`config.mk`:
```
export PLATFORM = sky130hd
export DESIGN_NAME = nano2_core
export DESIGN_NICKNAME = d
export VERILOG_FILES = /design/src/rtl/nano2_pkg.sv /design/src/rtl/nano2_rstack.sv /design/src/rtl/nano2_core.sv
export SDC_FILE = /design/constraint.sdc
export NUM_CORES = 1
export LEC_CHECK = 0
export BUFFER_PORTS_ARGS = -buffer_cell sky130_fd_sc_hd__buf_2
export CELL_PAD_IN_SITES_DETAIL_PLACEMENT = 2
export CELL_PAD_IN_SITES_GLOBAL_PLACEMENT = 2
export CORE_MARGIN = 3
export CORE_UTILIZATION = 25
export DETAILED_ROUTE_END_ITERATION = 10
export PLACE_DENSITY_LB_ADDON = 0.1
export SLEW_MARGIN = 20
export SYNTH_ARGS = -nofsm -noshare
export SYNTH_HDL_FRONTEND = slang
export SYNTH_HIERARCHICAL = 1
export SYNTH_SLANG_ARGS = --single-unit
```
`constraint.sdc`:
```
create_clock -name clk -period 5.6 [get_ports clk]
set_input_delay 1.12 -clock clk [delete_from_list [all_inputs] [get_ports clk]]
set_output_delay 1.12 -clock clk [all_outputs]
set_load 0.1 [all_outputs]
```
`src/rtl/nano2_pkg.sv`:
```
// nano2_pkg: opcode constants, phase encoding and reset opcode for the nano2 core.
package nano2_pkg;
    typedef enum logic {PH_FETCH = 1'b0, PH_EXEC = 1'b1} phase_t;
    localparam logic [7:0] OP_NOP = 8'hFF;
    localparam logic [7:0] OP_INC = 8'h00;
    localparam logic [7:0] OP_DEC = 8'h01;
    localparam logic [7:0] OP_CLR = 8'h02;
    localparam logic [7:0] OP_CPL = 8'h03;
    localparam logic [7:0] OP_SHR = 8'h04;
    localparam logic [7:0] OP_SHL = 8'h05;
    localparam logic [7:0] OP_CLE = 8'h06;
    localparam logic [7:0] OP_STE = 8'h07;
    localparam logic [7:0] OP_RTS = 8'hA0;
    localparam logic [7:0] OP_RTI = 8'hA1;
    localparam logic [7:0] OP_LDK = 8'hA2;
    // Group opcodes: high nibble, or high five bits for the skip and ADC ranges
    localparam logic [4:0] OP_SKP = 5'b00001;
    localparam logic [4:0] OP_ADC = 5'b10101;
    localparam logic [3:0] OP_LDA = 4'h1;
    localparam logic [3:0] OP_STA = 4'h2;
    localparam logic [3:0] OP_STK = 4'h3;
    localparam logic [3:0] OP_INA = 4'h4;
    localparam logic [3:0] OP_OTA = 4'h5;
    localparam logic [3:0] OP_SDC = 4'h6;
    localparam logic [3:0] OP_CDC = 4'h7;
    localparam logic [3:0] OP_JMP = 4'h8;
    localparam logic [3:0] OP_JSB = 4'h9;
    localparam logic [3:0] OP_OTK = 4'hC;
endpackage

```
`src/rtl/nano2_rstack.sv`:
```
// nano2_rstack: circular return-address LIFO; a push when full drops the oldest entry,
// a pop when empty returns 0, and either sets the sticky err flag.
module nano2_rstack
    import nano2_pkg::*;
#(
    parameter int W = 11,
    parameter int DEPTH = 4
) (
    input  logic         clk,
    input  logic         rst,
    input  logic         push,
    input  logic         pop,
    input  logic [W-1:0] din,
    output logic [W-1:0] dout,
    output logic         full,
    output logic         empty,
    output logic         err
);
    localparam int PW = $clog2(DEPTH);
    logic [W-1:0] mem [DEPTH];
    logic [PW-1:0] sp;
    logic [PW:0] cnt;
    assign full = cnt == (PW+1)'(DEPTH);
    assign empty = cnt == '0;
    assign dout = empty ? '0 : mem[sp - PW'(1)];
    always_ff @(posedge clk) begin
        if (rst) begin
            sp <= '0;
            cnt <= '0;
            err <= 1'b0;
        end else if (push) begin
            sp <= sp + PW'(1);
            cnt <= full ? cnt : cnt + (PW+1)'(1);
            err <= err | full;
        end else if (pop) begin
            sp <= empty ? sp : sp - PW'(1);
            cnt <= empty ? cnt : cnt - (PW+1)'(1);
            err <= err | empty;
        end
    end
    always_ff @(posedge clk) if (push && !rst) mem[sp] <= din;
endmodule

```
`src/rtl/nano2_core.sv`:
```
// nano2_core: two-phase (FETCH/EXEC) accumulator core with hardware return stack.
// Define NANO2_ADD_EN to turn A8-AF into ADC R[i]; otherwise they are NOPs.
module nano2_core
    import nano2_pkg::*;
#(
    parameter int DW = 8,
    parameter int AW = 11,
    parameter int NREG = 16,
    parameter int STK_DEPTH = 4,
    parameter int NDC = 7
) (
    input  logic           clk,
    input  logic           rst,
    output logic [AW-1:0]  PA,
    input  logic [DW-1:0]  D_in,
    output logic [DW-1:0]  D_out,
    output logic           D_oe,
    output logic           RW,
    output logic [3:0]     DS,
    output logic [NDC-1:0] DC_out,
    input  logic [NDC-1:0] DC_in,
    input  logic           INT_REQ,
    output logic           INT_ENA,
    output logic           INT_ACK,
    output logic           STK_ERR
);
    localparam int RI = $clog2(NREG);
    phase_t ph, ph_n;
    logic [7:0] instr, instr_n;
    logic [AW-1:0] pc, pc_n, pc_inc, isr, isr_n, tgt, stk_dout;
    logic [DW-1:0] acc, acc_n, r0, wd;
    logic [DW-1:0] rf [NREG];
    logic [NDC-1:0] dc, dc_n, dcm;
    logic [3:0] hi, lo;
    logic [RI-1:0] ri;
    logic e, e_n, ena, ena_n, ack, ack_n, we, push, pop, sk, stk_full, stk_empty, unused_ok;
    assign hi = instr[7:4];
    assign lo = instr[3:0];
    assign ri = instr[RI-1:0];
    assign r0 = rf[0];
    assign pc_inc = pc + AW'(1);
    assign tgt = AW'({lo, D_in[7:0]});
    assign dcm = NDC'(1) << lo;
    assign unused_ok = ^{DC_in, stk_full, stk_empty};
    assign sk = lo[2:0] == 3'd0 ? acc > r0 :
                lo[2:0] == 3'd1 ? acc < r0 :
                lo[2:0] == 3'd2 ? acc == r0 :
                lo[2:0] == 3'd3 ? acc == '0 :
                lo[2:0] == 3'd4 ? acc <= r0 :
                lo[2:0] == 3'd5 ? acc >= r0 :
                lo[2:0] == 3'd6 ? acc != r0 : acc != '0;
`ifdef NANO2_ADD_EN
    logic [RI-1:0] ai;
    assign ai = RI'(instr[2:0]);
`endif
    nano2_rstack #(.W(AW), .DEPTH(STK_DEPTH)) u_stk (
        .clk(clk), .rst(rst), .push(push), .pop(pop), .din(pc_inc),
        .dout(stk_dout), .full(stk_full), .empty(stk_empty), .err(STK_ERR)
    );
    always_comb begin
        ph_n = PH_FETCH;
        instr_n = instr;
        pc_n = pc;
        acc_n = acc;
        e_n = e;
        dc_n = dc;
        ena_n = ena;
        isr_n = isr;
        ack_n = 1'b0;
        we = 1'b0;
        wd = acc;
        push = 1'b0;
        pop = 1'b0;
        if (ack) begin
            isr_n = pc;
            pc_n = AW'(D_in[7:0]);
            ena_n = 1'b0;
        end else if (ph == PH_FETCH) begin
            ph_n = PH_EXEC;
            instr_n = D_in[7:0];
            pc_n = pc_inc;
        end else begin
            case (hi)
                OP_LDA: acc_n = rf[ri];
                OP_STA: we = 1'b1;
                OP_STK: begin we = 1'b1; wd = D_in; pc_n = pc_inc; end
                OP_INA: acc_n = D_in;
                OP_SDC: begin dc_n = dc | dcm; ena_n = lo == 4'd7 ? 1'b1 : ena; end
                OP_CDC: begin dc_n = dc & ~dcm; ena_n = lo == 4'd7 ? 1'b0 : ena; end
                OP_JMP: pc_n = tgt;
                OP_JSB: begin push = 1'b1; pc_n = tgt; end
                OP_OTK: pc_n = pc_inc;
                default: case (instr)
                    OP_INC: {e_n, acc_n} = {1'b0, acc} + (DW+1)'(1);
                    OP_DEC: {e_n, acc_n} = {1'b0, acc} - (DW+1)'(1);
                    OP_CLR: acc_n = '0;
                    OP_CPL: acc_n = ~acc;
                    OP_SHR: {acc_n, e_n} = {1'b0, acc};
                    OP_SHL: {e_n, acc_n} = {acc, 1'b0};
                    OP_CLE: e_n = 1'b0;
                    OP_STE: e_n = 1'b1;
                    OP_RTS: begin pop = 1'b1; pc_n = stk_dout; end
                    OP_RTI: begin pc_n = isr; ena_n = 1'b1; end
                    OP_LDK: begin acc_n = D_in; pc_n = pc_inc; end
                    default: begin
                        if (instr[7:3] == OP_SKP && sk) pc_n = pc + AW'(2);
`ifdef NANO2_ADD_EN
                        if (instr[7:3] == OP_ADC) {e_n, acc_n} = {1'b0, acc} + {1'b0, rf[ai]} + (DW+1)'(e);
`endif
                    end
                endcase
            endcase
            // Interrupt is taken on the enable state this EXEC leaves behind
            ack_n = INT_REQ && ena_n;
        end
    end
    always_ff @(posedge clk) begin
        if (rst) begin
            ph <= PH_FETCH;
            instr <= OP_NOP;
            pc <= '0;
            acc <= '0;
            e <= 1'b0;
            dc <= '1;
            ena <= 1'b0;
            ack <= 1'b0;
            isr <= '0;
        end else begin
            ph <= ph_n;
            instr <= instr_n;
            pc <= pc_n;
            acc <= acc_n;
            e <= e_n;
            dc <= dc_n;
            ena <= ena_n;
            ack <= ack_n;
            isr <= isr_n;
        end
    end
    always_ff @(posedge clk) if (we && !rst) rf[ri] <= wd;
    assign PA = pc;
    assign D_out = acc;
    assign D_oe = ph == PH_EXEC && hi == OP_OTA;
    assign RW = ph == PH_EXEC && (hi == OP_OTA || hi == OP_OTK);
    assign DS = (ph == PH_EXEC && (hi == OP_INA || hi == OP_OTA || hi == OP_OTK)) ? lo : 4'hF;
    assign DC_out = dc;
    assign INT_ENA = ena;
    assign INT_ACK = ack;
endmodule

```
# Word-level counts from Yosys, hierarchy flattened
# Memory sizes are Yosys's and may differ from the RTL's. A register that Yosys moved wholly into a read port is not among the register bits.
# Index checks and enable logic that the tools add are counted.
[word_totals]
ff_bits = 54
ram_bits = 172
out_inout_bits = 35
mem_count = 2
[op_classes]
add_sub_neg = 8
order_cmp = 4
eq_ne = 39
n_shift = 1
mux = 52
bitwise_logic = 9
reduce_logical = 36
[mem_list]
columns = ["name", "depth", "width", "rd", "rd_ports_with_merged_regs", "write_ports", "line", "rtl"]
rows = [
  ["rf", 16, 8, 2, 1, 1, "nano2_core.sv:32", "logic [DW-1:0] rf [NREG];"],
  ["u_stk.mem", 4, 11, 1, 0, 1, "nano2_rstack.sv:20", "logic [W-1:0] mem [DEPTH];"],
]
[op_table]
columns = ["op", "n"]
rows = [
  ["one-hot mux 8 bit (7 select lines)", 1],
  ["one-hot mux 11 bit (4 select lines)", 1],
  ["two-way mux 11 bit", 3],
  ["one-hot mux 11 bit (3 select lines)", 1],
  ["equality test 8 x 3 -> 1 bit, second input constant", 4],
  ["two-way mux 8 bit", 4],
  ["two-way mux 1 bit", 29],
  ["equality test 8 bit, second input constant", 3],
  ["one-hot mux 8 bit (3 select lines)", 1],
  ["equality test 4 x 3 -> 1 bit, second input constant", 5],
  ["equality test 8 x 2 -> 1 bit, second input constant", 2],
  ["logical NOT 8 bit", 2],
  ["one-hot mux 7 bit (2 select lines)", 1],
  ["OR reduction 7 bit", 2],
  ["equality test 3 bit, second input constant", 4],
  ["equality test 4 bit, second input constant", 3],
  ["two-way mux 3 bit", 4],
  ["two-way mux 4 bit", 3],
  ["AND reduction 3 bit", 4],
  ["adder 11 x 1 -> 11 bit, second input constant", 1],
  ["adder 11 x 2 -> 11 bit, second input constant", 1],
  ["nonzero test 9 bit", 1],
  ["OR reduction 9 bit", 1],
  ["adder 8 x 1 -> 8 bit, second input constant", 1],
  ["45 further kinds", 67],
]

# Longest topological paths before layout
# An unclocked memory read counts as a cell.
[logic_depth]
ltp_word = 15
depth_mapped = 13
depth_no_buf = 11

# By module
# Netlist, hierarchy kept.
[modules_own_cells]
columns = ["mod", "n_inst", "cells_per_inst", "area_per_inst_um2", "seq_area_each_um2"]
rows = [
  ["nano2_core", 1, 717, 8964.8, 4884.7],
  ["nano2_rstack", 1, 124, 2117.0, 1441.4],
]

# Least setup slack after synthesis
# Ideal clock, no wire load.
[synth_path]
path_kind = "flip-flop to output port"
startpoint = "register ph"
endpoint = "output port D_oe"
t_arrival_ns = 3.203
required_time_ns = 4.480
setup_slack_ns = 1.277
stages_incl_launch_ff = 5
path_cell_list = "dfxtp_1 > clkbuf_1 > buf_1 > nand3b_1 > nor3b_1"
[synth_between]
elab_chain_cells = 1
[synth_rtl]
columns = ["element", "line", "rtl"]
rows = [
  ["start: declaration", "nano2_core.sv:28", "phase_t ph, ph_n;"],
  ["start signal: assignment", "nano2_core.sv:129", "ph <= ph_n;"],
  ["logical AND 1 bit", "nano2_core.sv:143", "assign D_oe = ph == PH_EXEC && hi == OP_OTA;"],
  ["end: declaration", "nano2_core.sv:17", "output logic D_oe,"],
]
# No other way between the ends.

# Final worst setup path
[layout_path]
startpoint = "register instr[6]"
endpoint = "output port D_oe"
[layout_between]
elab_chain_cells = 2
[layout_rtl]
columns = ["element", "line", "rtl"]
rows = [
  ["start: declaration", "nano2_core.sv:29", "logic [7:0] instr, instr_n;"],
  ["start signal: assignment", "nano2_core.sv:130", "instr <= instr_n;"],
  ["equality test 4 x 3 -> 1 bit", "nano2_core.sv:143", ""],
  ["logical AND 1 bit", "nano2_core.sv:143", ""],
]
# No other way between the ends.

==> impl_metrics.json <==
{
  "status": "finished, final reports clean",
  "pin_count": 53,
  "hold_slack_ns": 0.458,
  "synth_area_um2": 11100,
  "grt_pass1_vias": 8242,
  "tightest_slew_ns": 1.09,
  "nets": 925,
  "dp_hpwl_mm": 26.3,
  "dieArea_um2": 46900,
  "cts_tree": "done",
  "avgViaCountPerCell": 4.98,
  "startpoint_type": "flop",
  "min_path_type": "reg -> reg",
  "maxCapViolCount": 0,
  "ant_nets": 0,
  "slowest_stage": "dfxtp_1",
  "grt_first_pass_wirelength_mm": 55.8,
  "clk_latency_ns": 0.57,
  "post-route-period-util_pct": 65.2,
  "postCtsHoldBufs": 0,
  "ir_drop_mv": 0.236,
  "die_h_um": 216,
  "grt_overflow": 0,
  "post-route-drc-count": 0,
  "synthToLayoutAreaGrowth_pct": 16.1,
  "finalSetupViolCount": 0,
  "required_ns": 4.48,
  "slowest_delay_ns": 0.76,
  "initial_core_util_pct": 25.5,
  "drt_iter0_markers": 279,
  "p_per_area_nw_per_um2": 308,
  "worstHoldPathCells": 2,
  "maxSlewViolCount": 0,
  "crit_family": "flip-flops",
  "finalWorstSetupSlack_ns": 1.95,
  "cts_buffer_depth": 3,
  "cts-resized-gates": 0,
  "drt_pass1_iterations": 4,
  "critical_path.max_fanout": 17,
  "die_w_um": 216,
  "final_common_cell": "edfxtp_1",
  "final-hold-violation-count": 0,
  "path_buf_inv": 1,
  "synth_nets": 880,
  "rsz0062_at_grt": "no",
  "port_buffers": 45,
  "worst_clock_skew_ns": 0.0282,
  "path_depth": 3,
  "fp-row-count": 76,
  "yosys_warnings": 6,
  "grt_use_total_pct": 15.9,
  "relSlewSlack_pct": 26.7,
  "power_uw": 3960,
  "pre_cts_ws_ns": 2.06,
  "critPathCaptureType": "output pin",
  "fin_tns_setup_ns": 0,
  "synthCells": 840,
  "gp_congestion": 0.772,
  "cts_sinks": 230,
  "cts_buffers": 28,
  "arrival_ns": 2.53,
  "syn_area_per_cell_um2": 13.2,
  "num_vias": 7428,
  "cp_cell_sequence": "nand3b_1, nor3b_1, buf_2",
  "htreeDepth": 1,
  "antenna_cells": 0,
  "period_needed_ns": 3.65,
  "wl_mm": 37.4,
  "clk_pin_slew_ns": 0.06,
  "grt_antenna_before_repair": 0,
  "power_leakage_uw": 0.00444,
  "grt_max_degree": 38,
  "final_cell_mix": "edfxtp_1 (172), nand2_1 (63), dfxtp_1 (56), nor2_1 (56), mux4_2 (51)",
  "coreArea_um2": 43500,
  "r2r_cells": 11,
  "final_layout_size_suffix_gt1_share_pct": 20.8,
  "post_cts_buffers": 0,
  "clockRootBuffer": "clkbuf_16",
  "critPathKind": "reg -> out",
  "fmax_mhz": 274,
  "wl_per_cell_um": 25.1
}
## state kept, by name, indices dropped and copies added (netlist names), named ones only
| register | count |
|---|---|
| rf | 128 |
| u_stk/mem | 44 |
| PA | 11 |
| isr | 11 |
| D_out | 8 |
| instr | 8 |
| u_stk/cnt | 3 |
| u_stk/sp | 2 |
| INT_ACK | 1 |
| INT_ENA | 1 |
| ph | 1 |
| u_stk/err | 1 |
## worst min-delay path, delay by kind of cell (launching register included)
| family | cells | cell delay (ns) |
|---|---|---|
| AOI/OAI and AO/OA | 1 | 0.05 |
| buffers and inverters | 1 | 0.05 |
| DFF | 1 | 0.31 |
## per-layer routing
layer	track usage, %	routed length, µm	vias to the layer above
met2	29.1	19300	112
met1	19.9	16300	3926
met5	0	0	-
met4	3.17	687	0
met3	2.38	1150	45
li1	-	-	3345
## where the power goes
part	switching (µW)	internal [µW]
Clock	753	1010
Sequential	43.2	1830
Combinational	206	111
## metrics by stage
stage	instance area, µm²	utilization (%)	std cells
2_1_floorplan	11100	-	840
3_3_place_gp	11900	27.5	1440
3_5_place_dp	11900	27.5	1440
4_1_cts	12900	29.6	1492
5_1_grt	12900	29.6	1492
6_report	12900	29.6	1492
## area by class of cell
type                       instances  area (µm²)
inverter                          25        93.8
tap                              585         732
multi-input combinational        536        4430
sequential                       230        6330
fill                            4598       30600
timing repair buffer              64         368
clock inverter                    22         195
clock buffer                      30         708
## final timing paths
kind	to	start	slack, ns
max	D_oe	instr[6]$_SDFFE_PP1P_	1.95
min	u_stk/err$_SDFFE_PP0N_	u_stk/err$_SDFFE_PP0N_	0.46
max reg2reg	D_out[4]$_SDFFE_PP0P_	instr[6]$_SDFFE_PP1P_	2.18
min reg2reg	u_stk/err$_SDFFE_PP0N_	u_stk/err$_SDFFE_PP0N_	0.46
No activity file was read; power rests on OpenSTA's default activity.
